## config.mk

```make
export PLATFORM = sky130hd
export DESIGN_NAME = ram_upload
export DESIGN_NICKNAME = d
export VERILOG_FILES = /design/src/rtl/ram_upload.sv
export SDC_FILE = /design/constraint.sdc
export NUM_CORES = 1
export LEC_CHECK = 0
export BUFFER_PORTS_ARGS = -buffer_cell sky130_fd_sc_hd__buf_2
export CORE_AREA = 2 2 90 92
export DETAILED_ROUTE_END_ITERATION = 8
export DIE_AREA = 0 0 92 94
export PLACE_DENSITY = 0.68
export SLEW_MARGIN = 20
export SYNTH_ARGS = -nofsm -noshare
export SYNTH_HDL_FRONTEND = slang
export SYNTH_SLANG_ARGS = --single-unit
```

## constraint.sdc

```tcl
create_clock -name clk_sys -period 4.8 [get_ports clk_sys]
set_input_delay 0.72 -clock clk_sys [delete_from_list [all_inputs] [get_ports clk_sys]]
set_output_delay 0.72 -clock clk_sys [all_outputs]
set_load 0.005 [all_outputs]
```

## src/rtl/ram_upload.sv

```systemverilog
// Serves HPS ioctl upload byte reads out of a 2**AW-byte work RAM through a second RAM
// port, holding the CPU in WAIT for the whole session so the saved image is consistent.
module ram_upload #(
    parameter int          AW       = 12,
    parameter int          HOLD_CYC = 4,
    parameter logic [7:0]  FILL     = 8'hFF
) (
    input  logic          clk_sys,
    input  logic          reset_n,
    input  logic          ioctl_upload,
    input  logic          ioctl_rd,
    input  logic [26:0]   ioctl_addr,
    output logic [7:0]    ioctl_din,
    output logic [AW-1:0] ram_addr,
    output logic          ram_rd,
    input  logic [7:0]    ram_q,
    output logic          cpu_wait_n,
    output logic          upload_active,
    output logic [15:0]   byte_count,
    output logic          upload_done
);

    localparam int HW = (HOLD_CYC > 1) ? $clog2(HOLD_CYC) : 1;

    typedef enum logic [2:0] {
        IDLE,
        HOLD,
        READY,
        FETCH,
        CAPTURE
    } state_t;

    state_t        state;
    logic [HW-1:0] hold_cnt;
    logic          pend_valid;
    logic [26:0]   pend_addr;

    logic          req_valid;
    logic [26:0]   req_addr;
    logic          req_in_range;
    logic [15:0]   count_next;

    // A live pulse takes priority over the pending slot; both carry the same session intent.
    assign req_valid    = ioctl_rd | pend_valid;
    assign req_addr     = ioctl_rd ? ioctl_addr : pend_addr;
    assign req_in_range = (req_addr >> AW) == 27'd0;
    assign count_next   = (byte_count == 16'hFFFF) ? byte_count : byte_count + 16'd1;

    // NOTE: every register here is state, so only non-blocking assignments are used;
    // blocking ones would let later statements see this cycle's new values.
    always_ff @(posedge clk_sys) begin
        if (!reset_n) begin
            state         <= IDLE;
            hold_cnt      <= '0;
            pend_valid    <= 1'b0;
            pend_addr     <= '0;
            ioctl_din     <= 8'h00;
            ram_addr      <= '0;
            ram_rd        <= 1'b0;
            cpu_wait_n    <= 1'b1;
            upload_active <= 1'b0;
            byte_count    <= 16'd0;
            upload_done   <= 1'b0;
        end else begin
            upload_done <= 1'b0;

            case (state)
                IDLE: begin
                    if (ioctl_upload) begin
                        state         <= HOLD;
                        hold_cnt      <= '0;
                        byte_count    <= 16'd0;
                        cpu_wait_n    <= 1'b0;
                        upload_active <= 1'b1;
                        if (ioctl_rd) begin
                            pend_valid <= 1'b1;
                            pend_addr  <= ioctl_addr;
                        end
                    end
                end

                // Give the Z80 time to reach a WAIT-sampling T-state before RAM is read.
                HOLD: begin
                    if (ioctl_rd) begin
                        pend_valid <= 1'b1;
                        pend_addr  <= ioctl_addr;
                    end
                    if (hold_cnt == HW'(HOLD_CYC - 1)) begin
                        state <= READY;
                    end else begin
                        hold_cnt <= hold_cnt + HW'(1);
                    end
                end

                READY: begin
                    if (req_valid) begin
                        pend_valid <= 1'b0;
                        if (req_in_range) begin
                            ram_addr <= req_addr[AW-1:0];
                            ram_rd   <= 1'b1;
                            state    <= FETCH;
                        end else begin
                            ioctl_din  <= FILL;
                            byte_count <= count_next;
                        end
                    end else if (!ioctl_upload) begin
                        state         <= IDLE;
                        cpu_wait_n    <= 1'b1;
                        upload_active <= 1'b0;
                        upload_done   <= 1'b1;
                    end
                end

                FETCH: begin
                    ram_rd <= 1'b0;
                    state  <= CAPTURE;
                    if (ioctl_rd) begin
                        pend_valid <= 1'b1;
                        pend_addr  <= ioctl_addr;
                    end
                end

                CAPTURE: begin
                    ioctl_din  <= ram_q;
                    byte_count <= count_next;
                    state      <= READY;
                    if (ioctl_rd) begin
                        pend_valid <= 1'b1;
                        pend_addr  <= ioctl_addr;
                    end
                end

                default: state <= IDLE;
            endcase
        end
    end

endmodule

```

Word-level counts from Yosys, hierarchy flattened. Index checks and enable logic that the tools add are counted.

Input port bits: 39. Word-level logic and storage cells: 88. Register bits: 73. Output and inout bits: 40.

Multiplexer cells: 36. Equal/unequal tests: 16. $add $sub $neg: 2. Reduce and logical (&&, ||, !) cells: 20. Bitwise gates (word level): 3.

Operator list (count): 16-bit two-way mux (4); 27-bit two-way mux (2); 27-bit one-hot mux with 2 select lines (1); 16-bit one-hot mux with 3 select lines (1); 27-bit logical NOT (1); 16-bit by 1-bit adder with 16-bit output, second input constant (1); 16-bit equality test, second input constant (1); 8-bit two-way mux (2); 2-bit != test, second input constant (8); 8-bit one-hot mux with 2 select lines (1); 3-bit two-way mux (5); 3-bit one-hot mux with 5 select lines (1); 3-bit AND reduction (5); 1-bit two-way mux (12); 4-bit AND reduction (3); 2-bit nonzero test (5); 3-bit by 2-bit equality test with 1-bit output, second input constant (2); 3-bit != test, second input constant (2); 1-bit one-hot mux with 2 select lines (3); 3-bit nonzero test (2); 3-bit OR reduction (2); 2-bit two-way mux (2); 2-bit one-hot mux with 2 select lines (1); 3-bit by 1-bit equality test with 1-bit output, second input constant (1); other kinds (8) (9).

Longest topological paths before layout. Gate-level depths: netlist of run 1.

Word-level depth: 5. Gate-level depth with buffers: 8. Gate-level depth less buffers: 6.

Worst setup path after synthesis of run 1. Ideal clock, no wire load.

Path type: in2reg. Start point: in ioctl_addr[25]. End point: reg ram_addr[1]. Arrival time: 2.139 ns. Path buffers: 2. Setup slack: 2.529 ns. Stages: 7. Setup time: 0.132 ns. Data required time: 4.668 ns. Cells stage by stage: nor4_1 -> a22oi_1 -> or4_1 -> buf_2 -> buf_6 -> o21ai_0 -> a21oi_1.

Word-level cells in the longest chain between the ends: 3.

RTL lines: from (decl) (RTL line 12) `input logic [26:0] ioctl_addr,`; 27-bit two-way mux; 27-bit logical NOT (RTL line 46) `assign req_in_range = (req_addr >> AW) == 27'd0;`; 3-bit AND reduction (no source line); to (signal assigned) (RTL line 99) `ram_addr <= req_addr[AW-1:0];`; to (decl) (RTL line 14) `output logic [AW-1:0] ram_addr,`.

Every way passes these cells. A chain may end at the register's enable or synchronous reset.

Worst setup path after layout of run 1.
Start point: in ioctl_rd. End point: reg byte_count[7].

Word-level cells in the longest chain between the ends: 4. Elaborated cells on any way between the ends: 6. Those cells by class: eq/ne: 2; mux: 1; bitwise: 1; reduce/logical: 2.

RTL lines: from (decl) (RTL line 11) `input logic ioctl_rd,`; 27-bit two-way mux; 27-bit logical NOT (RTL line 46); 2-bit != test (no source line); 4-bit AND reduction (no source line) *; to (signal assigned) (RTL line 104) `byte_count <= count_next;`; to (signal assigned) (RTL line 125) `byte_count <= count_next;`; to (decl) (RTL line 19) `output logic [15:0] byte_count,`.

Mark *: on every way between the ends. The rest lies on a longest branch, timed or not.

==> results of run 1 <==
==> layout by cell type (no fill, tap or decap), types with 3 or more instances in the layout <==
| cell | netlist | final |
|---|---|---|
| sky130_fd_sc_hd__o21ai_0 | 25 | 24 |
| sky130_fd_sc_hd__nor2_1 | 48 | 48 |
| sky130_fd_sc_hd__clkinv_2 | 0 | 3 |
| sky130_fd_sc_hd__or3_1 | 3 | 3 |
| sky130_fd_sc_hd__dfxtp_1 | 73 | 73 |
| sky130_fd_sc_hd__o21a_1 | 4 | 4 |
| sky130_fd_sc_hd__buf_2 | 10 | 78 |
| sky130_fd_sc_hd__o311ai_0 | 6 | 6 |
| sky130_fd_sc_hd__o221a_2 | 9 | 9 |
| sky130_fd_sc_hd__a22oi_1 | 5 | 5 |
| sky130_fd_sc_hd__inv_1 | 4 | 4 |
| sky130_fd_sc_hd__a211oi_1 | 3 | 3 |
| sky130_fd_sc_hd__nor3_1 | 9 | 9 |
| sky130_fd_sc_hd__mux2i_1 | 28 | 28 |
| sky130_fd_sc_hd__nor4_1 | 6 | 6 |
| sky130_fd_sc_hd__clkbuf_8 | 0 | 9 |
| sky130_fd_sc_hd__a21oi_1 | 22 | 22 |
| sky130_fd_sc_hd__nand3_1 | 17 | 17 |
| sky130_fd_sc_hd__o31ai_1 | 5 | 5 |
| sky130_fd_sc_hd__nand4_1 | 6 | 6 |
| sky130_fd_sc_hd__mux2_2 | 12 | 12 |
| sky130_fd_sc_hd__nand2_1 | 19 | 19 |
==> cell type report <==
type,count,share of cell area
multi-input combinational,265,0.445
sequential,73,0.366
timing repair buffer,80,0.101
clock buffer,10,0.0319
tap,102,0.0319
clock inverter,6,0.0207
inverter,4,0.00376
==> registers in the layout, summed over array words and instances (netlist names) <==
register and count:
upload_done 1, byte_count 16, ioctl_din 8, hold_cnt 2, ram_addr 12, state 3
pend_valid 1, cpu_wait_n 1, pend_addr 27, upload_active 1, ram_rd 1
==> stage by stage <==
stage          hold slack [ns]  cells   util  setup slack (ns)
2_1_floorplan            0.453    371      -              2.53
3_3_place_gp             0.452    524  0.498              1.68
3_5_place_dp             0.461    524  0.498              1.54
4_1_cts                  0.473    540  0.525              1.87
5_1_grt                  0.495    540  0.525              1.65
6_report                 0.464    540  0.525              1.90
==> tightest hold or removal path, delay by kind of cell (launching register included) <==
kind	cells	cell delay, ns
AND/OR/NAND/NOR	1	0.05
AO/OA/AOI/OAI	1	0.06
flip-flops	1	0.31
==> worst max-delay path by stage <==
| stage | startpoint | endpoint | cells past startpoint |
|---|---|---|---|
| after floorplan | ioctl_addr[25] | ram_addr[1]$_SDFFE_PN0P_ | 7 |
| after global placement | ioctl_rd | byte_count[7]$_SDFFE_PN0P_ | 7 |
| after detailed placement | ioctl_rd | byte_count[7]$_SDFFE_PN0P_ | 7 |
| after CTS | ioctl_rd | byte_count[7]$_SDFFE_PN0P_ | 7 |
| after global routing | ioctl_rd | byte_count[7]$_SDFFE_PN0P_ | 7 |
| final | ioctl_rd | byte_count[7]$_SDFFE_PN0P_ | 7 |
==> per-layer routing <==
metal,up-vias,GRT usage
li1,1503,-
met1,1412,0.256
met2,93,0.323
met3,12,0.0393
met4,0,0.0908
met5,-,0
==> kinds of logic after synthesis <==
family,after synthesis,synth area share
compound gates,99,0.204
fa+ha+maj,2,0.00739
mux,40,0.123
buf+inv,33,0.0492
simple gates,124,0.184
flops,73,0.432
==> where the power goes <==
part / internal [uW] / switching, uW / leakage [uW]
Clock: 290 / 226 / 0.000106
Sequential: 668 / 57.3 / 0.000593
Combinational: 170 / 208 / 0.00100
Total: 1130 / 492 / 0.00170
==> results by stage, run 1 <==
Critical path:
- The startpoint identified for the worst register-to-register timing path is state[0]$_SDFFE_PN0P_.
- The master of the slowest instance on the critical path is sky130_fd_sc_hd__nor4_4.
- In this run the worst path has a maximum fanout of 24.
- The critical path contains buffers and inverters numbering 2 combined.
- The register-to-register path setup slack is ~2.2 ns.
- The endpoint type of the worst setup path is a flip-flop.
- In this run the critical register-to-register path is captured at byte_count[7]$_SDFFE_PN0P_.
- The signal on the critical path passes through buf_2 > nor4b_2 > o21ai_1 > nor4_4 > buf_4 > nor2_1 > a311oi_1.
- The largest single stage delay on the critical path is 0.79 ns.
- The worst reg-to-reg path cell count is 6.
- The worst setup path category is input pin to flip-flop.
- The endpoint required time on the critical path is slightly above 5 ns.
- The kind of start point of the critical path is an input pin.
- The cell family contributing the most delay on the critical path is simple AND/OR/NAND/NOR gates.
- At the worst endpoint, the arrival time is between 3 and 4 ns.

Synthesis:
- The prevailing post-synth register cell is sky130_fd_sc_hd__dfxtp_1.
- The proportion of synthesized flip-flops having asynchronous set or reset is 0.
- The cell area that synthesis handed to floorplanning was 3380 um2.
- The synthesized net count is 412.
- Yosys attributes the largest share of cell area to sky130_fd_sc_hd__dfxtp_1 43%, sky130_fd_sc_hd__mux2i_1 8.3%, sky130_fd_sc_hd__nor2_1 5.3%, sky130_fd_sc_hd__mux2_2 4.0%, sky130_fd_sc_hd__o21ai_0 3.7%.
- The gate count after technology mapping is 371.
- Synthesis instantiated 55 different standard cells from the library.
- Averaged over all synthesized cells, the footprint is approximately 9.1 um2.
- For this run, the register share of the synthesized area comes to 0.432.
- The flop and latch count out of synthesis is 73.
- The cell with the most instances after synthesis is sky130_fd_sc_hd__dfxtp_1.
- The top cell type's share of synthesized area is 0.432.
- During synthesis, Yosys emitted a total of 0 warnings.
- Summed over all instances, the cell type with the most area after synthesis is sky130_fd_sc_hd__dfxtp_1.
- Counting flops with a built-in enable in the synthesized netlist gives 0.
- In the synthesized netlist, the cells that appear most often are 73 x sky130_fd_sc_hd__dfxtp_1, 48 x sky130_fd_sc_hd__nor2_1, 28 x sky130_fd_sc_hd__mux2i_1.

Cells and area:
- The final layout contains 474 nets.
- In the final layout, the multi-input gates occupy 1780 um2.
- The layout overhead on the synthesized area is 18.1%.
- The share of cells above drive strength 1 is 0.297.
- The finished cells cover approximately 4000 um2.
- Fill cells in the final layout number 742.
- The footprint of the flip-flops and latches is 1460 um2.
- The repair_antennas step left the layout with diodes totalling 0.

Clock tree:
- Clock-pin slew was measured on the worst setup and hold paths at 0.08 ns.
- The number of buffers added by the clock tree synthesis step is 9.
- Counting every sink on the clock net gives 73.
- The hold buffer count at cts is 0.
- The maximum level of the CTS H-tree is 3.
- CTS placed an instance of sky130_fd_sc_hd__clkbuf_8 at the clock tree root.
- The buffer count from post-CTS setup fixing is 0.
- The number of cells upsized or downsized after cts is 0.
- TritonCTS built the clock tree.
- The longest clock path from root to sink contains 2 buffers.
- The clock latency at the later pin of the worst-skew pair is 0.35 ns.

Route:
- Signal routing reaches up to met4.
- After detailed routing, the number of vias per cell comes to 5.59.
- The total routed wirelength is between 8000 and 9000 um.
- In the routed design, unresolved DRC markers number 0.
- In the final routing, the length of wire on met1 measures between 3000 and 4000 um.
- The number of nets with antenna violations after detailed routing is 0.
- The total via count in the routed design is ~3000.
- The detailed-route wire length per cell is approximately 15 um.
- The met3 wirelength from detailed routing is 471 um.
- After the first detailed-routing iteration, the DRC count stood at 208.
- In the detailed route, the total length drawn on met2 is 3710 um.
- The first detailed-routing pass ran for 4 iterations.

Global routing:
- For this run the aggregate overflow at the end of global routing stands at 0.
- The largest net degree at the start of global routing is 28.
- The number of global-route vias before repair is 2960.
- The number of antenna violations at the first check in global routing is 1.
- The wire length of the first global-routing pass is 13900 um.
- In the global route stage, overall resource usage came out at 0.199.

Timing:
- The number of max-slew violations in the final report was 0.
- The final-layout setup total negative slack is 0 ns.
- The final count of hold timing violations is 0.
- Setup violations remaining at the end of the flow were counted as 0.
- The worst pin sits at a relative slew slack of 0.258.
- Setup repair after global routing left no endpoint under its margin.
- Derived from the worst setup path, the maximum achievable clock frequency is 0.345 GHz.
- After layout, the minimum clock period comes to slightly below 3 ns.
- The slew of the pin with the lowest slew margin is 1.11 ns.
- The share of the cycle needed by the critical path after routing is 0.604.
- For the final database, setup skew stands at between 0.007 and 0.008 ns.

Power and ir drop:
- Across the VDD grid, the largest voltage drop is 0.217 mV.
- The total power after layout is roughly 1600 uW.
- Dividing total power by cell area gives a power density of 405 nW/um2.
- The leakage component of the power is between 0.0015 and 0.002 uW.

Place:
- The placed instance area is 3790 um2.
- Detailed placement finished with a half-perimeter wire length of 5500 um.
- Routability-driven placement finished with a final weighted congestion of between 0.8 and 0.9.
- Port buffering added slightly below 80 buffers.

Outcome:
- The flow ran to the end, and the final reports show no timing, DRC or antenna violations.

Die:
- The top-level I/O count is between 70 and 80.
- The full die area is 8650 um2.
- The floorplan step defined a core boundary enclosing 7610 um2.
- In this run the horizontal extent of the chip is between 90 and 100 um.
- The initial core utilization is 0.445.
- In this run the core area contains 32 standard-cell rows.
- The die height is ~94 um.

Hold path:
- The path with the worst hold slack has its endpoint at upload_active$_SDFFE_PN0P_.
- In this run the most critical hold path is launched from upload_active$_SDFFE_PN0P_.
- Along the worst hold path, the cell count comes to 2.
- The type of the tightest min-delay check is flip-flop to flip-flop.

Job:
- The count of maximum capacitance violations is 0.
No activity file was read; power rests on OpenSTA's default activity.
==> run 2, diff against run 1 <==
PLACE_DENSITY = 0.7   (was 0.68)
clock period = 2.5 ns   (was 4.8 ns; I/O delays follow)
==> results by stage, run 2 (same netlist as run 1, synthesis figures left out) <==
Outcome:
- Run status: complete, no violations (unchanged).

Timing:
- Dividing the final minimum period by the clock period gives 0.868.
- The final-layout setup total negative slack is 0 ns (unchanged).
- The final worst hold slack is 0.251 ns (was 0.464 ns).
- The worst-case clock skew is 0.0129 ns (was 0.00736 ns).
- The post-layout minimum cycle time is 2.17 ns.
- The final count of hold timing violations is 0 (unchanged).
- The highest clock frequency the design can meet is 0.461 GHz.
- RSZ-0062 raised after global routing: false (unchanged).
- The slew of the pin with the lowest slew margin is 0.572 ns (was 1.11 ns).
- The worst max-slew margin expressed relative to the limit came to 0.616 (was 0.258).
- The number of max-slew violations in the final report is 0 (unchanged).
- The total setup violations reported at the end of the flow is 0 (unchanged).

Clock tree:
- The number of cells upsized or downsized after cts came to 0 (unchanged).
- The maximum level of the CTS H-tree is 3 (unchanged).
- The clock latency at the later pin of the worst-skew pair is 0.37 ns (was 0.35 ns).
- The clock slew seen by the registers of the worst setup and hold paths is 0.09 ns (was 0.08 ns).
- The buffer count from post-CTS setup fixing is 0 (unchanged).
- The maximum clock insertion buffer count was 2 (unchanged).
- The hold buffer count at cts came to 0 (unchanged).
- The buffer cell driving the clock tree root is sky130_fd_sc_hd__clkbuf_8 (unchanged).
- The clock tree from TritonCTS is built (unchanged).
- The number of buffers added by the clock tree synthesis step is 9 (unchanged).
- The TritonCTS sink count is 73 (unchanged).

Route:
- The number of vias per cell after detailed routing is 5.57 (was 5.59).
- The violation count after the first detailed-routing iteration came to 153 (was 208).
- The count of TritonRoute iterations in the first routing pass is 4 (unchanged).
- The total via count in the routed design was 3041 (was 3020).
- The total routed wirelength is 8090 um (was 8040 um).
- The detailed-route wire length per cell is 14.8 um (was 14.9 um).
- The number of nets with antenna violations after detailed routing is 0 (unchanged).
- The final routed DRC violation total is 0 (unchanged).

Place:
- The final weighted congestion of routability-driven global placement is 0.866 (was 0.840).
- The total half-perimeter wirelength after legalization and detailed placement is 5360 um (was 5500 um).
- The number of buffer cells added on primary ports is 78 (unchanged).

Power and ir drop:
- The cell area power density is 750 nW/um2 (was 405 nW/um2).
- The leakage component of the power is 0.00172 uW (was 0.00170 uW).
- The peak ir drop on the vdd network is 0.483 mV (was 0.217 mV).

Critical path:
- The total buffers and inverters traversed by the critical path came to 0 (was 2).
- The worst setup path category is flip-flop to flip-flop (was input pin to flip-flop).
- The longest individual stage delay on the worst path is 0.54 ns (was 0.79 ns).
- Cell-by-cell listing of the critical path: nand2b_2 > a21oi_2 > a211o_4 > or4_4 > a2bb2oi_2 (was buf_2 > nor4b_2 > o21ai_1 > nor4_4 > buf_4 > nor2_1 > a311oi_1).
- The endpoint required time on the critical path is 2.79 ns (was 5.05 ns).
- The worst endpoint data arrival time is 2.46 ns (was 3.15 ns).
- The master of the slowest instance on the critical path is sky130_fd_sc_hd__or4_4 (was sky130_fd_sc_hd__nor4_4).
- The biggest fanout along the worst timing path was 18 (was 24).
- The kind of start point of the critical path is a flip-flop (was input pin).
- The endpoint type of the worst setup path is a flip-flop (unchanged).
- The cell family with the largest share of critical-path delay is simple AND/OR/NAND/NOR gates (unchanged).

Global routing:
- The number of global-route vias before repair is 2853 (was 2960).
- The number of antenna violations at the first check in global routing is 0 (was 1).
- The leftover overflow at the end of global routing came to 0 (unchanged).
- The largest net degree at the start of global routing was 50 (was 28).
- The global-route usage over all layers is 0.194 (was 0.199).
- The wire length of the first global-routing pass is 13300 um (was 13900 um).

Cells and area:
- Leading cell types in the layout, fill and taps excluded: 78 x sky130_fd_sc_hd__buf_2, 73 x sky130_fd_sc_hd__dfxtp_1, 48 x sky130_fd_sc_hd__nor2_1 (unchanged).
- The most common cell after layout, fill and taps aside is sky130_fd_sc_hd__buf_2 (unchanged).
- The number of inserted diodes is 0 (unchanged).
- Registers with the most flip-flops: pend_addr: 27 flops, byte_count: 16 flops, ram_addr: 12 flops (unchanged).
- The final-stage net count came to 480 (was 474).
- The layout overhead on the synthesized area is 19.1% (was 18.1%).
- The share of cells above drive strength 1 is 0.309 (was 0.297).
- The register with the highest flop count is pend_addr (unchanged).
- The flip-flop count of the largest register, all copies and words added is 27 (unchanged).

Job:
- The count of maximum capacitance violations is 0 (unchanged).

Die:
- The initial core utilization is 0.445 (unchanged).
- The top-level I/O count came to 79 (unchanged).
- The placeable core area is 7610 um2 (unchanged).
- The number of rows in the core area is 32 (unchanged).
- The width of the chip is 92 um (unchanged).
- The full die area is 8650 um2 (unchanged).
- The die height is 94 um (unchanged).

Hold path:
- The type of the tightest min-delay check is input pin to flip-flop (was flip-flop to flip-flop).
## run 2: routing by layer
layer | vias to the layer above | GRT usage | routed length (um)
met5 | - | 0 | 0
met4 | 0 | 0.0473 | 68
met3 | 6 | 0.0690 | 575
met2 | 102 | 0.333 | 3800
met1 | 1411 | 0.232 | 3650
li1 | 1522 | - | -
## run 2: worst paths after layout
check,start,end,slack (ns),depth (start not counted)
worst min register to register,upload_active$_SDFFE_PN0P_,upload_active$_SDFFE_PN0P_,0.47,2
worst max-delay path,state[2]$_SDFFE_PN0P_,byte_count[6]$_SDFFE_PN0P_,0.33,5
worst min-delay path,ioctl_addr[5],pend_addr[5]$_SDFFE_PN0P_,0.25,3
worst max register to register,state[2]$_SDFFE_PN0P_,byte_count[6]$_SDFFE_PN0P_,0.33,5
## run 2: layout make-up
class                   instances  area [um2]
fillers                       764        3580
multi-input cells             265        1780
flip-flops and latches         73        1460
repair buffers                 86         463
clock buffers                  10         138
well taps                     102         128
clock inverters                 6        50.0
inverters                       4        15.0
## run 2: power by group
group	internal [uW]	total, uW	switching [uW]
logic	344	773	429
registers	1280	1370	87.3
clock network	397	883	485
total	2020	3020	1000
## run 2: metrics by stage
stage | util | cell area (um2) | cells | total power [uW] | setup slack (ns)
floorplan | - | 3380 | 371 | 1970 | 0.574
global placement | 0.505 | 3840 | 530 | 2150 | 0.308
detailed placement | 0.505 | 3840 | 530 | 2160 | 0.256
CTS | 0.530 | 4030 | 546 | 3050 | 0.348
global route | 0.530 | 4030 | 546 | 3210 | 0.158
finish | 0.530 | 4030 | 546 | 3020 | 0.331
## run 2: worst reg2reg max path, stage by stage, from the launching register on
cell and delay [ns]:
sky130_fd_sc_hd__dfxtp_1 0.53, sky130_fd_sc_hd__nand2b_2 0.30, sky130_fd_sc_hd__a21oi_2 0.16, sky130_fd_sc_hd__a211o_4 0.45, sky130_fd_sc_hd__or4_4 0.54, sky130_fd_sc_hd__a2bb2oi_2 0.13
==> run 3, diff against run 2 <==
PLACE_DENSITY = 0.68   (was 0.7)
clock period = 2 ns   (was 2.5 ns; I/O delays follow)
==> results by stage, run 3 (same netlist as run 1, synthesis figures left out) <==
Route:
- The detailed-route wire length per cell came to 15.0 um (was 14.8 um).
- The total via count in the routed design is 3199 (was 3041).
- The violation count after the first detailed-routing iteration is 116 (was 153).
- The count of TritonRoute iterations in the first routing pass was 4 (unchanged).
- The total routed wirelength is 8730 um (was 8090 um).
- The number of vias per cell after detailed routing is 5.48 (was 5.57).
- The number of nets with antenna violations after detailed routing is 0 (unchanged).
- The final routed DRC violation total is 0 (unchanged).

Place:
- The post-place setup slack is -0.153 ns (was 0.256 ns).
- The number of buffer cells added on primary ports came to 78 (unchanged).
- The placed instance area is 4120 um2 (was 3840 um2).
- The total half-perimeter wirelength after legalization and detailed placement is 6070 um (was 5360 um).
- The final weighted congestion of routability-driven global placement is 0.854 (was 0.866).

Timing:
- The highest clock frequency the design can meet is 0.518 GHz (was 0.461 GHz).
- The worst max-slew margin expressed relative to the limit is 0.570 (was 0.616).
- The total setup violations reported at the end of the flow was 0 (unchanged).
- The final count of hold timing violations is 0 (unchanged).
- The worst-case clock skew is 0.0114 ns (was 0.0129 ns).
- The number of max-slew violations in the final report was 0 (unchanged).
- The slew of the pin with the lowest slew margin is 0.643 ns (was 0.572 ns).
- The share of the cycle needed by the critical path after routing came to 0.965 (was 0.868).
- The worst-case setup margin in the final layout was 0.0696 ns (was 0.331 ns).
- The post-layout minimum cycle time is 1.93 ns (was 2.17 ns).

Die:
- The die height is 94 um (unchanged).
- The width of the chip is 92 um (unchanged).
- The placeable core area came to 7610 um2 (unchanged).
- The initial core utilization is 0.445 (unchanged).
- The top-level I/O count came to 79 (unchanged).
- The full die area came to 8650 um2 (unchanged).
- The number of rows in the core area is 32 (unchanged).

Global routing:
- The largest net degree at the start of global routing is 27 (was 50).
- The global-route usage over all layers is 0.211 (was 0.194).
- The wire length of the first global-routing pass was 14600 um (was 13300 um).
- The number of antenna violations at the first check in global routing is 0 (unchanged).
- The number of global-route vias before repair is 3110 (was 2853).
- The leftover overflow at the end of global routing is 0 (unchanged).

Outcome:
- Run status: complete, no violations (unchanged).

Clock tree:
- The clock tree from TritonCTS is built (unchanged).
- The hold buffer count at cts is 0 (unchanged).
- The clock latency at the later pin of the worst-skew pair was 0.35 ns (was 0.37 ns).
- The TritonCTS sink count is 73 (unchanged).
- The buffer cell driving the clock tree root was sky130_fd_sc_hd__clkbuf_8 (unchanged).
- The buffer count from post-CTS setup fixing is 0 (unchanged).
- The number of buffers added by the clock tree synthesis step is 9 (unchanged).
- The maximum clock insertion buffer count is 2 (unchanged).
- The clock slew seen by the registers of the worst setup and hold paths came to 0.09 ns (about the same).
- The maximum level of the CTS H-tree is 3 (unchanged).

Critical path:
- The worst endpoint data arrival time is 2.22 ns (was 2.46 ns).
- The worst setup path category is flip-flop to flip-flop (unchanged).
- The worst reg-to-reg path cell count was 7 (was 5).
- The kind of start point of the critical path was a flip-flop (unchanged).
- The endpoint type of the worst setup path is a flip-flop (unchanged).
- The endpoint required time on the critical path is 2.29 ns (was 2.79 ns).
- The biggest fanout along the worst timing path came to 6 (was 18).

Cells and area:
- The flip-flop count of the largest register, all copies and words added is 27 (unchanged).
- The most common cell after layout, fill and taps aside is sky130_fd_sc_hd__buf_2 (unchanged).
- The layout overhead on the synthesized area is 29.4% (was 19.1%).
- The share of cells above drive strength 1 was 0.382 (was 0.309).
- Leading cell types in the layout, fill and taps excluded: 78 x sky130_fd_sc_hd__buf_2, 71 x sky130_fd_sc_hd__dfxtp_1, 48 x sky130_fd_sc_hd__nor2_1 (was 78 x sky130_fd_sc_hd__buf_2, 73 x sky130_fd_sc_hd__dfxtp_1, 48 x sky130_fd_sc_hd__nor2_1).
- The register with the highest flop count is pend_addr (unchanged).
- The finished layout cell area is 4380 um2 (was 4030 um2).
- The final-stage net count came to 518 (was 480).
- The number of inserted diodes is 0 (unchanged).
- Registers with the most flip-flops: pend_addr: 27 flops, byte_count: 16 flops, ram_addr: 12 flops (unchanged).

Job:
- The count of maximum capacitance violations was 0 (unchanged).

Power and ir drop:
- The cell area power density was 928 nW/um2 (was 750 nW/um2).
- The total power after layout is 4070 uW (was 3020 uW).
- The peak ir drop on the vdd network is 0.610 mV (was 0.483 mV).
- The leakage component of the power is 0.00192 uW (was 0.00172 uW).

Hold path:
- The cell depth of the worst min-delay path is 3 (unchanged).
- The type of the tightest min-delay check is input pin to flip-flop (unchanged).
-- run 3: final timing paths --
check                              from                          to  slack [ns]
max reg2reg  byte_count[0]$_SDFFE_PN0P_  byte_count[6]$_SDFFE_PN0P_        0.07
min reg2reg  upload_active$_SDFFE_PN0P_  upload_active$_SDFFE_PN0P_        0.46
max          byte_count[0]$_SDFFE_PN0P_  byte_count[6]$_SDFFE_PN0P_        0.07
min                      ioctl_addr[21]  pend_addr[21]$_SDFFE_PN0P_        0.19
-- run 3: critical path, cell delays in order (launching register included) --
cell and delay [ns]:
sky130_fd_sc_hd__dfxtp_1 0.33, sky130_fd_sc_hd__ha_2 0.20, sky130_fd_sc_hd__nand3_2 0.10, sky130_fd_sc_hd__nor4_2 0.06
sky130_fd_sc_hd__buf_4 0.14, sky130_fd_sc_hd__a211o_4 0.36, sky130_fd_sc_hd__or4_4 0.52, sky130_fd_sc_hd__a2bb2oi_2 0.14
-- run 3: layout make-up --
cell class | count | area, um2
multi-input cells | 266 | 1830
repair buffers | 123 | 741
flip-flops and latches | 73 | 1460
clock buffers | 9 | 124
well taps | 102 | 128
inverters | 4 | 15.0
fillers | 716 | 3230
clock inverters | 7 | 76.3
-- run 3: through the flow --
| step | hold WS, ns | util | setup TNS (ns) | std cells |
|---|---|---|---|---|
| 2_1_floorplan | 0.444 | - | 0 | 371 |
| 3_3_place_gp | 0.450 | 0.542 | -1.20 | 567 |
| 3_5_place_dp | 0.450 | 0.542 | -2.75 | 567 |
| 4_1_cts | 0.182 | 0.570 | 0 | 584 |
| 5_1_grt | 0.192 | 0.576 | -0.0131 | 584 |
| 6_report | 0.194 | 0.576 | 0 | 584 |
-- run 3: power breakdown --
group	switching (uW)	internal, uW	total (uW)	leakage (uW)
logic	619	556	1180	0.00123
clock network	605	587	1190	0.0000966
registers	94.2	1600	1700	0.000594
-- run 3: what timing repair did --
action / CTS / global route
endpoints found under the setup margin: 9 / 39
pin swaps: 1 / 1
gates resized for setup: 2 / 13
gates cloned: 1 / 0
-- run 3: layer usage --
| metal | global-route usage | vias to the layer above | wire, um |
|---|---|---|---|
| met1 | 0.262 | 1513 | 3840 |
| met3 | 0.0554 | 12 | 553 |
| met4 | 0.0734 | 0 | 116 |
| met2 | 0.354 | 83 | 4220 |
| met5 | 0 | - | 0 |
| li1 | - | 1591 | - |
